<file path="config.mk">
export PLATFORM = sky130hd
export DESIGN_NAME = wht_iter_flat
export DESIGN_NICKNAME = d
export VERILOG_FILES = /design/src/rtl/wht_pkg.sv /design/src/rtl/wht_iter_if.sv /design/src/rtl/wht_bfly.sv /design/src/rtl/wht_iter.sv /design/src/flat_wrapper.sv
export SDC_FILE = /design/constraint.sdc
export NUM_CORES = 1
export LEC_CHECK = 0
export CORE_MARGIN = 4
export CORE_UTILIZATION = 34
export CTS_CLUSTER_SIZE = 24
export DETAILED_ROUTE_END_ITERATION = 16
export SLEW_MARGIN = 15
export SYNTH_ARGS = -nofsm -noshare
export SYNTH_HDL_FRONTEND = slang
export SYNTH_SLANG_ARGS = --single-unit
</file>
<file path="constraint.sdc">
create_clock -name clk -period 4.2 [get_ports clk]
set_clock_uncertainty 0.1 [all_clocks]
set_input_delay 0.63 -clock clk [delete_from_list [all_inputs] [get_ports clk]]
set_output_delay 0.63 -clock clk [all_outputs]
set_load 0.05 [all_outputs]
</file>
<file path="src/rtl/wht_pkg.sv">
// wht_pkg: shared state encoding and width helper for the Walsh-Hadamard engine
package wht_pkg;
  typedef enum logic [1:0] {IDLE, RUN, DONE} state_t;
  function automatic int owidth_f(int width, int index);
    return width + $clog2(index);
  endfunction
endpackage

</file>
<file path="src/rtl/wht_iter_if.sv">
// wht_iter_if: sample/result bus between a requester and the transform engine
interface wht_iter_if import wht_pkg::*; #(
  parameter int index = 8,
  parameter int width = 4,
  parameter int owidth = owidth_f(width, index)
);
  logic start;
  logic mode;
  logic [index-1:0][width-1:0] indata;
  logic [index-1:0][owidth-1:0] outdata;
  logic busy;
  logic over;
  modport master (output start, mode, indata, input outdata, busy, over);
  modport slave (input start, mode, indata, output outdata, busy, over);
endinterface

</file>
<file path="src/rtl/wht_bfly.sv">
// wht_bfly: radix-2 sum/difference butterfly with optional halving
module wht_bfly #(
  parameter int ow = 7
) (
  input  logic signed [ow-1:0] a,
  input  logic signed [ow-1:0] b,
  input  logic                 mode,
  output logic signed [ow-1:0] sum,
  output logic signed [ow-1:0] dif
);
  logic signed [ow:0] s_full, d_full;
  always_comb begin
    s_full = {a[ow-1], a} + {b[ow-1], b};
    d_full = {a[ow-1], a} - {b[ow-1], b};
    sum = mode ? s_full[ow:1] : s_full[ow-1:0];
    dif = mode ? d_full[ow:1] : d_full[ow-1:0];
  end
endmodule

</file>
<file path="src/rtl/wht_iter.sv">
// wht_iter: iterative Walsh-Hadamard transform, one butterfly stage per clock
module wht_iter import wht_pkg::*; #(
  parameter int index = 8,
  parameter int width = 4,
  parameter int index_width = $clog2(index),
  parameter int owidth = owidth_f(width, index)
) (
  input logic clk,
  input logic rst,
  wht_iter_if.slave bus
);
  state_t state;
  logic [index_width-1:0] s;
  logic md;
  logic [index-1:0][owidth-1:0] w, cap, nxt;
  logic [index-1:0][owidth-1:0] stg [index_width];
  always_comb begin
    for (int k = 0; k < index; k++) cap[k] = owidth'(signed'(bus.indata[k]));
  end
  // every stage has fixed wiring; the live one is picked by s
  for (genvar t = 0; t < index_width; t++) begin : g_stage
    for (genvar p = 0; p < index / 2; p++) begin : g_bfly
      localparam int i = ((p >> t) << (t + 1)) | (p & ((1 << t) - 1));
      localparam int j = i + (1 << t);
      wht_bfly #(.ow(owidth)) u_bfly (
        .a(w[i]), .b(w[j]), .mode(md), .sum(stg[t][i]), .dif(stg[t][j])
      );
    end
  end
  always_comb begin
    nxt = stg[0];
    for (int k = 1; k < index_width; k++) if (s == index_width'(k)) nxt = stg[k];
  end
  always_ff @(posedge clk) begin
    if (rst) begin
      state <= IDLE;
      s <= '0;
      md <= 1'b0;
      w <= '0;
      bus.outdata <= '0;
      bus.busy <= 1'b0;
      bus.over <= 1'b0;
    end else begin
      case (state)
        RUN: begin
          w <= nxt;
          s <= s + 1'b1;
          if (s == index_width'(index_width - 1)) begin
            bus.outdata <= nxt;
            bus.over <= 1'b1;
            bus.busy <= 1'b0;
            state <= DONE;
          end
        end
        default: begin
          bus.over <= 1'b0;
          state <= bus.start ? RUN : IDLE;
          if (bus.start) begin
            w <= cap;
            md <= bus.mode;
            s <= '0;
            bus.busy <= 1'b1;
          end
        end
      endcase
    end
  end
endmodule
</file>
<file path="src/flat_wrapper.sv">
// flat-port wrapper written by rule: the top's interface ports become plain ports
module wht_iter_flat import wht_pkg::*;
#(
  parameter int index = 8,
  parameter int width = 4,
  parameter int index_width = $clog2(index),
  parameter int owidth = owidth_f(width, index)
)
  (clk, rst, bus_start, bus_mode, bus_indata, bus_outdata, bus_busy, bus_over);
  wht_iter_if #(.index(index), .width(width), .owidth(owidth)) bus_i ();
  input logic clk;
  input logic rst;
  input wire logic [$bits(bus_i.start)-1:0] bus_start;
  input wire logic [$bits(bus_i.mode)-1:0] bus_mode;
  input wire logic [$bits(bus_i.indata)-1:0] bus_indata;
  output wire logic [$bits(bus_i.outdata)-1:0] bus_outdata;
  output wire logic [$bits(bus_i.busy)-1:0] bus_busy;
  output wire logic [$bits(bus_i.over)-1:0] bus_over;
  assign bus_i.start = bus_start;
  assign bus_i.mode = bus_mode;
  assign bus_i.indata = bus_indata;
  assign bus_outdata = bus_i.outdata;
  assign bus_busy = bus_i.busy;
  assign bus_over = bus_i.over;
  wht_iter #(.index(index), .width(width), .index_width(index_width), .owidth(owidth)) u_core (.clk(clk), .rst(rst), .bus(bus_i));
endmodule
</file>
==> metrics.yaml, run 1 <==
clocking:
  cts-hold-fix-buffers: 0
  clk_path_buf_depth: 2
  insertion_delay_ns: 0.45
  cts_tree: "done"
  clockRootBuffer: "clkbuf_16"
  postCtsSetupRepairBufs: 0
  htreeDepth: 4
  ctsResizeCount: 0
  clk_pin_slew_ns: 0.06
  cts_sinks: 120
  cts_buffers: 17
floorplanning:
  die_w_um: 207
  rows: 72
  start_util_pct: 34.7
  pin_count: 94
  dieArea_sq_um: 43000
  die_h_um: 207
  coreArea_sq_um: 39000
setup_path:
  crit_path_end_kind: "flop"
  timing.critical_path.mode_cell: "a311oi_1"
  crit_chain: "inv_1 > fa_1 > or2_2 > a221oi_1 > o41ai_1 > a311oi_1 > o32ai_1 > a311oi_1"
  crit_required_ns: 4.46
  cp_num_buf_inv: 1
  crit_path_top_delay_cell: "dfxtp_1"
  worst_ep_arrival_time_ns: 3.76
  path_delay_family: "compound AO/OA/AOI/OAI gates"
  slowest_delay_ns: 0.62
  worst_setup_path_start_kind: "flop"
  cp_max_fo: 9
  worst-setup-path-type: "flop to flop"
routing:
  first_iter_violations: 1707
  routed_wl_mm: 59.8
  vias_per_cell: 6.02
  drc_errors: 0
  ant_nets: 0
  drt_pass1_iterations: 5
  wl_per_cell_um: 25.0
  num_vias: 14400
synth:
  ys_ff_latch: 120
  avgSynthCellArea_sq_um: 7.43
  yosysSeqAreaShare_pct: 17.8
  synthArstFlopShare_pct: 0
  synth_edf_count: 0
  post_synth_num_cell_types: 68
  yosys.area.top_type: "dfxtp_1"
  netlist.area_leader.share_pct: 17.8
  synthFlopType: "dfxtp_1"
  ys.warnings.count: 0
  yosys-top-cells-count: "nor2_1, a21oi_1, ha_1"
  syn_inst: 1820
  syn_area_sq_um: 13500
  synth_most_common_cell: "nor2_1"
  synth_area_leaders: "dfxtp_1, ha_1, a21oi_1"
  synth_fp_nets: 2051
grt:
  overflow: 0
  antenna_found_initial: 2
  first_global_vias: 13500
  grtUsageTotal_pct: 26.7
  grt_max_degree: 55
  grt_pass1_wl_mm: 88.6
sta:
  hold_viol_final: 0
  post-route-period-util_pct: 83.3
  worstMarginPinSlew_ns: 1.04
  final_max_slew_viol_count: 0
  hold_ws_ns: 0.345
  grt_setup_unrepaired: "false"
  finalSetupViolCount: 0
  slew_headroom_pct: 30.2
  fmax_mhz: 286
  fin_crit_ns: 3.50
  tns_ns: 0
layout:
  fillers: 4081
  nets: 2095
  layout-drive-gt1-share_pct: 5.86
  layout.cells.non_filler: 2394
  antenna_cells: 0
  area_delta_synth_final_pct: 15.7
power_and_ir_drop:
  power_density_nw_per_um2: 436
  peakVddDrop_mv: 0.315
  leakage_nw: 6.33
flow_run:
  cap_violations: 0
outcome:
  outcome: "finished, final reports clean"
min_path:
  hold_class: "flop to flop"
placed_design:
  port_buffers: 93
  dp.cells: 2363
  hpwlAfterDp_mm: 45.8
  place.gp.congestion: 0.986
sequential cells by signal (all words and copies together), names as in the netlist:
register,count
u_core.bus.busy,1
u_core.bus.outdata,56
u_core.bus.over,1
u_core.md,1
u_core.s,3
u_core.state,2
u_core.w,56
cell type report:
cell class	count	area (sq um)	share of cell area [%]
well taps	518	648	4.14
multi-input cells	1452	10200	65.2
inverters	134	503	3.22
clock inverters	7	115	0.736
flip-flops and latches	120	2410	15.4
clock buffers	24	502	3.21
repair buffers	139	1270	8.11
through the flow:
stage	util (%)	total power [mW]	area, sq um	setup slack, ns
after floorplan	-	4.00	13500	1.47
final	40.1	6.82	15600	0.700
after detailed placement	38.5	5.10	15000	0.825
after global placement	38.5	5.08	15000	0.866
after CTS	40.1	6.71	15600	0.765
after global routing	40.1	7.18	15600	0.496
cells by family after synthesis:
| family | share of synthesized area (%) |
|---|---|
| adders and majority gates | 19.4 |
| DFF | 17.8 |
| muxes | 3.85 |
| and+or+nand+nor | 17.6 |
| xor gates and xnor gates | 5.70 |
| buffers and inverters | 7.00 |
| AOI/OAI and AO/OA | 28.7 |
layout by cell type (no fill, tap or decap), types with 43 or more instances in the layout:
master             n
nand2_1          148
buf_4             47
nor2_1           189
clkdlybuf4s50_1   91
xnor2_1           62
a211oi_1          52
o21ai_0          107
mux2i_1           43
inv_1            131
dfxtp_1          119
ha_1             171
a21oi_1          188
final timing paths:
check | startpoint | to | slack, ns | cells past startpoint
worst max-delay path | u_core.w[29] | u_core.w[6] | 0.70 | 8
worst min-delay path | u_core.bus.outdata[2] | u_core.bus.outdata[2] | 0.35 | 2
worst max register to register | u_core.w[29] | u_core.w[6] | 0.70 | 8
worst min register to register | u_core.bus.outdata[2] | u_core.bus.outdata[2] | 0.35 | 2
tightest hold or removal path, stage by stage, from the launching register on:
cell	delay, ns
dfxtp_1	0.31
nand2_1	0.05
nand2_1	0.04
routing by layer:
metal	up-vias	wire length (um)	global-route usage, %
li1	6591	-	-
met1	6924	26200	37.8
met2	773	25100	39.8
met3	119	6160	5.98
met4	2	2280	9.39
met5	-	13	0
power breakdown:
part,leakage (nW),internal (mW),switching [mW]
clock network,0.298,1.01,0.593
logic,5.05,1.41,2.34
registers,0.981,1.23,0.244
Power figures use the tool's default switching activity.
==> run 2: changes to the inputs <==
==> constraint.sdc (replaced) <==
create_clock -name clk -period 3.2 [get_ports clk]
set_clock_uncertainty 0.1 [all_clocks]
set_input_delay 0.48 -clock clk [delete_from_list [all_inputs] [get_ports clk]]
set_output_delay 0.48 -clock clk [all_outputs]
set_load 0.05 [all_outputs]
==> run 2 against run 1 <==
Net effect:
- highest routed layer is now met4
- largest power group unchanged
- global-route usage increased by 0.45 points
- sequential cell count unchanged
- register-to-register slack worse by 0.63 ns
==> metrics.yaml, run 2 (synthesis gave the netlist of run 1 again) <==
clocking:
  clockRootBuffer: "clkbuf_16"
  clk_pin_slew_ns: 0.07  # about the same
  clk_path_buf_depth: 2  # unchanged
  cts_tree: "done"
  cts-hold-fix-buffers: 0  # unchanged
  cts_buffers: 17  # unchanged
  htreeDepth: 4  # unchanged
  cts_sinks: 120  # unchanged
  insertion_delay_ns: 0.45  # about the same
grt:
  grt_pass1_wl_mm: 90.3  # +2.0%
  first_global_vias: 14000  # +3.7%
  grt_max_degree: 77  # +40%
  overflow: 0  # unchanged
  antenna_found_initial: 0  # -2
  grtUsageTotal_pct: 27.1  # +0.45 points
placed_design:
  hpwlAfterDp_mm: 47.5  # +3.7%
  place.gp.congestion: 1.01  # +2.1%
  dpl_cell_area_sq_um: 15500  # +3.0%
  port_buffers: 93  # unchanged
  dp_slack_ns: 0.0677  # -0.757 ns
sta:
  fmax_mhz: 319  # +12%
  hold_viol_final: 0  # unchanged
  post-route-period-util_pct: 97.9  # +15 points
  finalSetupViolCount: 0  # unchanged
  worst_slack_ns: 0.0658  # -0.634 ns
  final_max_slew_viol_count: 0  # unchanged
  tns_ns: 0  # unchanged
  slew_headroom_pct: 29.2  # -0.94 points
  worstMarginPinSlew_ns: 1.06  # +0.0140 ns
  fin_crit_ns: 3.13  # -0.366 ns
  grt_setup_unrepaired: "false"
setup_path:
  crit_path_end_kind: "flop"
  timing.rr.end: "u_core.w[19]"
  worst_ep_arrival_time_ns: 3.42  # -0.34 ns
  worst-setup-path-type: "flop to flop"
  path_depth: 11  # +3
  r2r-start: "u_core.w[0]"
  cp_max_fo: 5  # -4
  slowest_delay_ns: 0.49  # -0.13 ns
  cp_num_buf_inv: 2  # +1
  path_delay_family: "compound AO/OA/AOI/OAI gates"
  crit_required_ns: 3.49  # -0.97 ns
  crit_path_top_delay_cell: "a2111oi_0"
  worst_setup_path_start_kind: "flop"
  crit_chain: "inv_1 > ha_1 > inv_1 > fa_1 > a211oi_1 > o21bai_1 > nand3_1 > a21oi_1 > a2111oi_0 > o211ai_1 > nand3_1"
  reg2reg_slack_ns: 0.07  # -0.63 ns
  r2r_cells: 11  # +3
floorplanning:
  dieArea_sq_um: 43000  # unchanged
  pin_count: 94  # unchanged
  rows: 72  # unchanged
  coreArea_sq_um: 39000  # unchanged
  die_h_um: 207  # unchanged
  die_w_um: 207  # unchanged
  start_util_pct: 34.7  # unchanged
layout:
  nets: 2156  # +2.9%
  mostFrequentLayoutCells: "nor2_1, a21oi_1, ha_1"
  antenna_cells: 0  # unchanged
  layout-drive-gt1-share_pct: 9.24  # +3.4 points
  top_regs: "u_core.bus.outdata x56, u_core.w x56, u_core.s x3"
  fin_area_sq_um: 16100  # +3.2%
  layout_commonest_cell: "nor2_1"
  area_delta_synth_final_pct: 19.4
routing:
  wl_met1_mm: 26.9  # +2.7%
  route.met2.wl_mm: 26.0  # +3.6%
  num_vias: 14700  # +1.8%
  wl_per_cell_um: 24.9  # -0.22%
  drc_errors: 0  # unchanged
  highest_layer: "met4"
  met3WireLength_mm: 5.79  # -6.0%
  drt_pass1_iterations: 6  # +1
  routed_wl_mm: 61.2  # +2.3%
  vias_per_cell: 5.97  # -0.74%
  ant_nets: 0  # unchanged
  first_iter_violations: 1793  # +5.0%
outcome:
  outcome: "finished, final reports clean"
min_path:
  hold_end: "u_core.bus.outdata[2]"
  min_from: "u_core.bus.outdata[2]"
  hold_class: "flop to flop"
  whs_path_depth: 2  # unchanged
power_and_ir_drop:
  leakage_nw: 6.62  # +4.7%
  peakVddDrop_mv: 0.417  # +32%
  power_density_nw_per_um2: 563  # +29%
flow_run:
  cap_violations: 0  # unchanged
## run 2: cell type report
cell class	instances	area, sq um
fillers	4032	22900
clock buffers	18	450
well taps	518	648
clock inverters	13	145
repair buffers	200	1760
inverters	134	507
flip-flops and latches	120	2410
multi-input cells	1452	10200
## run 2: worst reg2reg max path: cells and delay by family, from the launching register on
kind	cells	cell delay [ns]
flops	1	0.41
simple gates	2	0.25
fa+ha+maj	2	0.70
buf+inv	2	0.34
compound gates	5	1.25
## run 2: power by group
| part | total [mW] | internal, mW | leakage (nW) | switching [mW] |
|---|---|---|---|---|
| registers | 1.83 | 1.61 | 0.982 | 0.224 |
| logic | 5.21 | 1.99 | 5.36 | 3.22 |
| clock network | 2.04 | 1.19 | 0.284 | 0.847 |
## run 2: how the worst max path moves through the flow
| stage | startpoint | to | slack [ns] |
|---|---|---|---|
| finish | u_core.w[0] | u_core.w[19] | 0.07 |
| global route | u_core.w[0] | u_core.w[19] | 0.003 |
| CTS | u_core.w[37] | u_core.bus.outdata[13] | 0.05 |
| detailed placement | u_core.w[37] | u_core.bus.outdata[13] | 0.07 |
| global placement | u_core.w[37] | u_core.bus.outdata[13] | 0.09 |
| floorplan | u_core.w[29] | u_core.w[6] | 0.47 |
## run 2: metrics by stage
stage                     hold slack [ns]  total power [mW]  util (%)  std cells
after CTS                           0.351              8.93      41.2       2450
after detailed placement            0.339              6.87      39.7       2419
after global routing                0.369              9.58      41.4       2455
after floorplan                     0.398              5.25         -       1820
final                               0.347              9.09      41.4       2455
after global placement              0.334              6.84      39.7       2419
## run 2: per-layer routing
metal	GRT usage (%)	vias to the layer above
met5	0	-
met4	9.99	0
li1	-	6694
met2	40.8	784
met3	4.72	142
met1	38.9	7047
## run 2: what timing repair did
action	CTS	global route
resized for setup	0	6
endpoints found under the setup margin	0	9
setup buffers	0	5
